**config.mk**
```make
export PLATFORM = sky130hd
export DESIGN_NAME = jtvigil_sndrom_arb
export DESIGN_NICKNAME = d
export VERILOG_FILES = /design/src/rtl/jtvigil_sndrom_arb.sv
export SDC_FILE = /design/constraint.sdc
export NUM_CORES = 1
export LEC_CHECK = 0
export BUFFER_PORTS_ARGS = -buffer_cell sky130_fd_sc_hd__buf_2
export CAP_MARGIN = 25
export CORE_ASPECT_RATIO = 1.75
export CORE_UTILIZATION = 53
export DETAILED_ROUTE_END_ITERATION = 7
export PLACE_DENSITY = 0.87
export SYNTH_ARGS = -nofsm -noshare
export SYNTH_HDL_FRONTEND = slang
export SYNTH_SLANG_ARGS = --single-unit
```
**constraint.sdc**
```tcl
create_clock -name clk -period 2.9 [get_ports clk]
set_input_delay 0.29 -clock clk [delete_from_list [all_inputs] [get_ports clk]]
set_output_delay 0.29 -clock clk [all_outputs]
set_load 0.01 [all_outputs]
```
**src/rtl/jtvigil_sndrom_arb.sv**
```systemverilog
// Sound ROM arbiter: CPU program fetch and PCM sample fetch share one
// ROM slot, each side has a one-entry hit cache, ties alternate.
//
// Ports:
//   clk, rst_n              clock, async active-low reset
//   cpu_cs/addr/data/ok     CPU fetch side; ok = cs && cache hit
//   pcm_cs/addr/data/ok     PCM fetch side; ok = cs && cache hit
//   rom_cs/addr/data/ok     downstream ROM/SDRAM slot
module jtvigil_sndrom_arb #(
  parameter int AW     = 17,
  parameter int CPU_AW = 15,
  parameter int PCM_AW = 16,
  parameter logic [AW-1:0] PCM_BASE = 17'h08000
) (
  input  logic              clk,
  input  logic              rst_n,
  input  logic              cpu_cs,
  input  logic [CPU_AW-1:0] cpu_addr,
  output logic [7:0]        cpu_data,
  output logic              cpu_ok,
  input  logic              pcm_cs,
  input  logic [PCM_AW-1:0] pcm_addr,
  output logic [7:0]        pcm_data,
  output logic              pcm_ok,
  output logic              rom_cs,
  output logic [AW-1:0]     rom_addr,
  input  logic [7:0]        rom_data,
  input  logic              rom_ok
);

  localparam int RW = (CPU_AW > PCM_AW) ? CPU_AW : PCM_AW;

  typedef enum logic [1:0] {
    IDLE,
    SERVE,
    GAP
  } state_t;

  state_t            state_q, state_d;
  logic              first_q, first_d;
  logic              gnt_pcm_q, gnt_pcm_d;
  logic              last_pcm_q, last_pcm_d;
  logic              rom_cs_q, rom_cs_d;
  logic [AW-1:0]     rom_addr_q, rom_addr_d;
  logic [RW-1:0]     req_q, req_d;
  logic [CPU_AW-1:0] cpu_tag_q, cpu_tag_d;
  logic [7:0]        cpu_dat_q, cpu_dat_d;
  logic              cpu_vld_q, cpu_vld_d;
  logic [PCM_AW-1:0] pcm_tag_q, pcm_tag_d;
  logic [7:0]        pcm_dat_q, pcm_dat_d;
  logic              pcm_vld_q, pcm_vld_d;

  logic          cpu_hit, pcm_hit;
  logic          cpu_pend, pcm_pend;
  logic          pick_pcm;
  logic [AW-1:0] cpu_rom, pcm_rom;

  assign cpu_hit  = cpu_vld_q && (cpu_tag_q == cpu_addr);
  assign pcm_hit  = pcm_vld_q && (pcm_tag_q == pcm_addr);
  assign cpu_pend = cpu_cs && !cpu_hit;
  assign pcm_pend = pcm_cs && !pcm_hit;
  // Tie goes to whoever was not granted last time.
  assign pick_pcm = pcm_pend && (!cpu_pend || !last_pcm_q);

  assign cpu_rom = AW'(cpu_addr);
  assign pcm_rom = PCM_BASE + AW'(pcm_addr);

  assign cpu_ok   = cpu_cs && cpu_hit;
  assign pcm_ok   = pcm_cs && pcm_hit;
  assign cpu_data = cpu_dat_q;
  assign pcm_data = pcm_dat_q;
  assign rom_cs   = rom_cs_q;
  assign rom_addr = rom_addr_q;

  always_comb begin
    state_d    = state_q;
    first_d    = first_q;
    gnt_pcm_d  = gnt_pcm_q;
    last_pcm_d = last_pcm_q;
    rom_cs_d   = rom_cs_q;
    rom_addr_d = rom_addr_q;
    req_d      = req_q;
    cpu_tag_d  = cpu_tag_q;
    cpu_dat_d  = cpu_dat_q;
    cpu_vld_d  = cpu_vld_q;
    pcm_tag_d  = pcm_tag_q;
    pcm_dat_d  = pcm_dat_q;
    pcm_vld_d  = pcm_vld_q;
    unique case (state_q)
      IDLE: begin
        if (cpu_pend || pcm_pend) begin
          gnt_pcm_d  = pick_pcm;
          last_pcm_d = pick_pcm;
          rom_cs_d   = 1'b1;
          first_d    = 1'b1;
          rom_addr_d = pick_pcm ? pcm_rom : cpu_rom;
          req_d      = pick_pcm ? RW'(pcm_addr) : RW'(cpu_addr);
          state_d    = SERVE;
        end
      end
      SERVE: begin
        // First cycle: rom_ok may still be the previous access's.
        if (first_q) begin
          first_d = 1'b0;
        end else if (rom_ok) begin
          rom_cs_d = 1'b0;
          state_d  = GAP;
          if (gnt_pcm_q) begin
            pcm_tag_d = PCM_AW'(req_q);
            pcm_dat_d = rom_data;
            pcm_vld_d = 1'b1;
          end else begin
            cpu_tag_d = CPU_AW'(req_q);
            cpu_dat_d = rom_data;
            cpu_vld_d = 1'b1;
          end
        end
      end
      GAP:     state_d = IDLE;
      default: state_d = IDLE;
    endcase
  end

  always_ff @(posedge clk or negedge rst_n) begin
    if (!rst_n) begin
      state_q    <= IDLE;
      first_q    <= 1'b0;
      gnt_pcm_q  <= 1'b0;
      last_pcm_q <= 1'b1;
      rom_cs_q   <= 1'b0;
      rom_addr_q <= '0;
      req_q      <= '0;
      cpu_tag_q  <= '0;
      cpu_dat_q  <= '0;
      cpu_vld_q  <= 1'b0;
      pcm_tag_q  <= '0;
      pcm_dat_q  <= '0;
      pcm_vld_q  <= 1'b0;
    end else begin
      state_q    <= state_d;
      first_q    <= first_d;
      gnt_pcm_q  <= gnt_pcm_d;
      last_pcm_q <= last_pcm_d;
      rom_cs_q   <= rom_cs_d;
      rom_addr_q <= rom_addr_d;
      req_q      <= req_d;
      cpu_tag_q  <= cpu_tag_d;
      cpu_dat_q  <= cpu_dat_d;
      cpu_vld_q  <= cpu_vld_d;
      pcm_tag_q  <= pcm_tag_d;
      pcm_dat_q  <= pcm_dat_d;
      pcm_vld_q  <= pcm_vld_d;
    end
  end

endmodule

```
==> summary.md <==
The initial antenna violation count was 0; the average vias per placed instance was 5.538. In this run the post-CTS setup repair buffer count came out at 0. The number of fill cells was 485; the highest net fanout along the worst path was 15.

The tools report the worst clock skew as 8.813 ps. The x dimension of the die is 60.76 um, and the timing-limited maximum frequency is 416.0 MHz. The area enclosed by the die boundary came out at 0.006368 sq mm. The clock drives 72 sinks. The proportion of netlist area held by the largest area contributor was 0.5549. The tightest min-delay check is of the input port to flop type. The wire length per cell after detailed routing was 17.47 um; the clock period minus worst slack was 2404 ps. After synthesis, the netlist uses 31 different library cells. The number of hold violations in the final report was 0. The first TritonRoute pass finished after 4 iterations. In this run the worst setup path begins at pcm_tag_q[1]$_DFFE_PN0P_.

The logs give 0 for the max-slew violation count and 0.6667 mV for the maximum VDD drop. In the routed design, unresolved DRC markers number 0. For the total congestion overflow after global routing, the log shows 0.

The summed instance area of the synthesized netlist is 0.003202 sq mm, and the placed standard-cell area is 0.003697 sq mm. The fraction of final layout cells with drive strength greater than 1 is 0.4801, and the worst relative slew slack is 0.5263. The maximum buffer depth of the clock tree came out at 2. 0 antenna diodes ended up in the layout. The flow ran to the end, and the final reports show no timing, DRC or antenna violations.

The element type at the critical path end is a flop. Entering global routing, the biggest net connects 44 pins. The final cell utilization of the core was 0.6684; the final routed wirelength across all metal layers was 7.077 mm. When the netlist entered floorplanning its net count stood at 281. Number of standard-cell rows in the floorplan: 37. The H-tree generated during clock tree synthesis spans 3 levels. The gate count of the mapped netlist came out at 237. With fillers left out, the area of the finished cells amounts to 0.003899 sq mm.

The startpoint identified for the worst hold timing path is pcm_addr[15]. The run gives 0.2432 as the overall routing resource usage. The most common library cell in the layout ignoring fill and taps is buf_2. Type of origin of the critical path: a flop.

Setup repair after global routing left no endpoint under its margin. For the last weighted congestion value of the routability-driven placer, the log shows 0.8740. The clock latency on the worst-skew pair was 350 ps. Part of the Yosys area used for sequential elements: 0.5631. The final total negative setup slack came out at 0 ps. After synthesis, the cell types taking the most area are dfrtp_1, mux2_2, xnor2_1, xor2_1, nand3b_1. The logs give 11.12 mm for the wire length of the first global-routing pass and 2243 for the total number of vias. The largest total area in the synthesized netlist belongs to dfrtp_1. CTS placed an instance of clkbuf_8 at the clock tree root. In this run the static leakage power is 1.697 nW. The power density over the cells was 1059 mW/mm^2. The slew of the pin with the lowest slew margin came out at 710.6 ps. The first routing iteration left 88 violations. The tools report the total number of yosys warnings as 0. The core footprint is 0.005833 sq mm, and the final count of negative-setup-slack endpoints is 0.

In the final layout, the multi-input gates occupy 0.001325 sq mm. TritonCTS built the clock tree. During placement, the flow inserted port buffers numbering 79. In the post-route analysis, the smallest setup slack over all paths is 496.3 ps.

Worst slack at placement: 500.7 ps. The post-route fraction of the period consumed by the critical path was 0.8289. The detail route stage leaves a number of antenna-violating nets equal to 0. The average instance in the mapped netlist occupies 13.51 sq um. The post-synthesis sequential element count was 72. The tools report the source of the worst register-to-register timing path as pcm_tag_q[1]$_DFFE_PN0P_. The run gives 0.5489 as the effective utilization at floorplan. Pin placement for this block handled 80 I/O pins. The tools report the critical path data required time as 3140 ps. The tool flagged a number of max-cap violations equal to 0. Clock-pin slew was measured on the worst setup and hold paths at 70 ps. The vertical die dimension works out to 104.8 um.

The critical path in this run is classified as flop to flop. Leaving out fill and tap cells, the most frequent cells in the layout are buf_2, dfrtp_1, mux2_2, xnor2_1. Area growth from synthesis to layout: 21.77%. The via count of the first global-routing pass is 2270. The final layout contains 367 nets. Once detailed placement completed, the half-perimeter wirelength came to 5.000 mm.

Across the whole layout, storage elements account for 0.001803 sq mm. Counting the buffers created by CTS gives 9. For the arrival time reported for the critical path endpoint, the log shows 2640 ps.
-- metal layers --
metal | track usage | wire length (um) | up-vias
met5 | 0 | 0 | -
met4 | 0.09740 | 143 | 0
met3 | 0.06683 | 298 | 9
met2 | 0.3870 | 3692 | 62
met1 | 0.3061 | 2943 | 1138
li1 | - | - | 1034
-- cell families after synthesis --
| group | Yosys count | share of synthesized area |
|---|---|---|
| and+or+nand+nor | 46 | 0.08754 |
| muxes | 47 | 0.1653 |
| AOI/OAI and AO/OA | 25 | 0.07542 |
| buffers and inverters | 16 | 0.02384 |
| xor gates and xnor gates | 31 | 0.08480 |
| DFF | 72 | 0.5631 |
-- power breakdown --
| group | leakage, nW | total [mW] | switching (mW) | internal (mW) |
|---|---|---|---|---|
| clock | 0.0975 | 0.755 | 0.356 | 0.398 |
| combinational | 0.787 | 1.56 | 0.711 | 0.849 |
| sequential | 0.812 | 1.81 | 0.323 | 1.49 |
| total | 1.70 | 4.13 | 1.39 | 2.74 |
-- stage by stage --
stage          total power [mW]  instances  hold slack, ps
2_1_floorplan             2.846        237          -5.591
3_3_place_gp              3.313        389           366.2
3_5_place_dp              3.395        389           374.9
4_1_cts                   4.153        405           153.1
5_1_grt                   4.367        405           151.9
6_report                  4.128        405           160.3
-- cell type report --
class	count	share of cell area
clock buffers	13	0.04589
clock inverters	2	0.003209
inverters	5	0.004814
multi-input cells	149	0.3399
flip-flops and latches	72	0.4625
well taps	78	0.02503
repair buffers	86	0.1187
-- Yosys cell counts (all sizes together) --
master / number
o21ai: 3
buf: 3
nand3: 4
nand2b: 2
xor2: 15
o31ai: 1
clkbuf: 8
dfstp: 1
nor3: 3
o211ai: 1
or2: 2
xnor2: 16
and2: 2
nor4: 4
a311oi: 1
mux2: 47
a21o: 1
o41a: 1
nand3b: 15
nand2: 6
o21a: 1
nand4: 6
nor2: 2
a22oi: 1
inv: 5
dfrtp: 71
o221a: 15
-- what timing repair did --
item | 4_1_cts | 5_1_grt
endpoints found under the setup margin | 0 | 0
hold buffers | 1 | 0
hold endpoints to repair | 8 | 0
gates resized for setup | 0 | 0
-- state kept, by name (all words and copies together) (netlist names) --
| signal | cells |
|---|---|
| cpu_vld_q | 1 |
| cpu_data | 8 |
| pcm_vld_q | 1 |
| state_q | 2 |
| cpu_tag_q | 15 |
| pcm_tag_q | 16 |
| first_q | 1 |
| rom_cs | 1 |
| pcm_data | 8 |
| rom_addr | 17 |
| gnt_pcm_q | 1 |
| last_pcm_q | 1 |
-- critical path, cell delays in order, from the launching register on --
cell     delay, ps
dfrtp_1        390
xor2_1         150
nor4_1         510
nand4_1        240
o21a_1         270
a21o_1         400
o221a_2        340
-- final timing paths --
path,to,slack (ps),cells past startpoint
setup / recovery,rom_addr[1]$_DFFE_PN0P_,500,6
min in group asynchronous,rom_addr[9]$_DFFE_PN0P_,530,2
hold reg to reg,pcm_vld_q$_DFFE_PN0P_,490,1
max in group asynchronous,last_pcm_q$_DFFE_PN1P_,1650,3
hold / removal,rom_addr[15]$_DFFE_PN0P_,160,2
setup reg to reg,rom_addr[1]$_DFFE_PN0P_,500,6
Power figures use the tool's default switching activity.
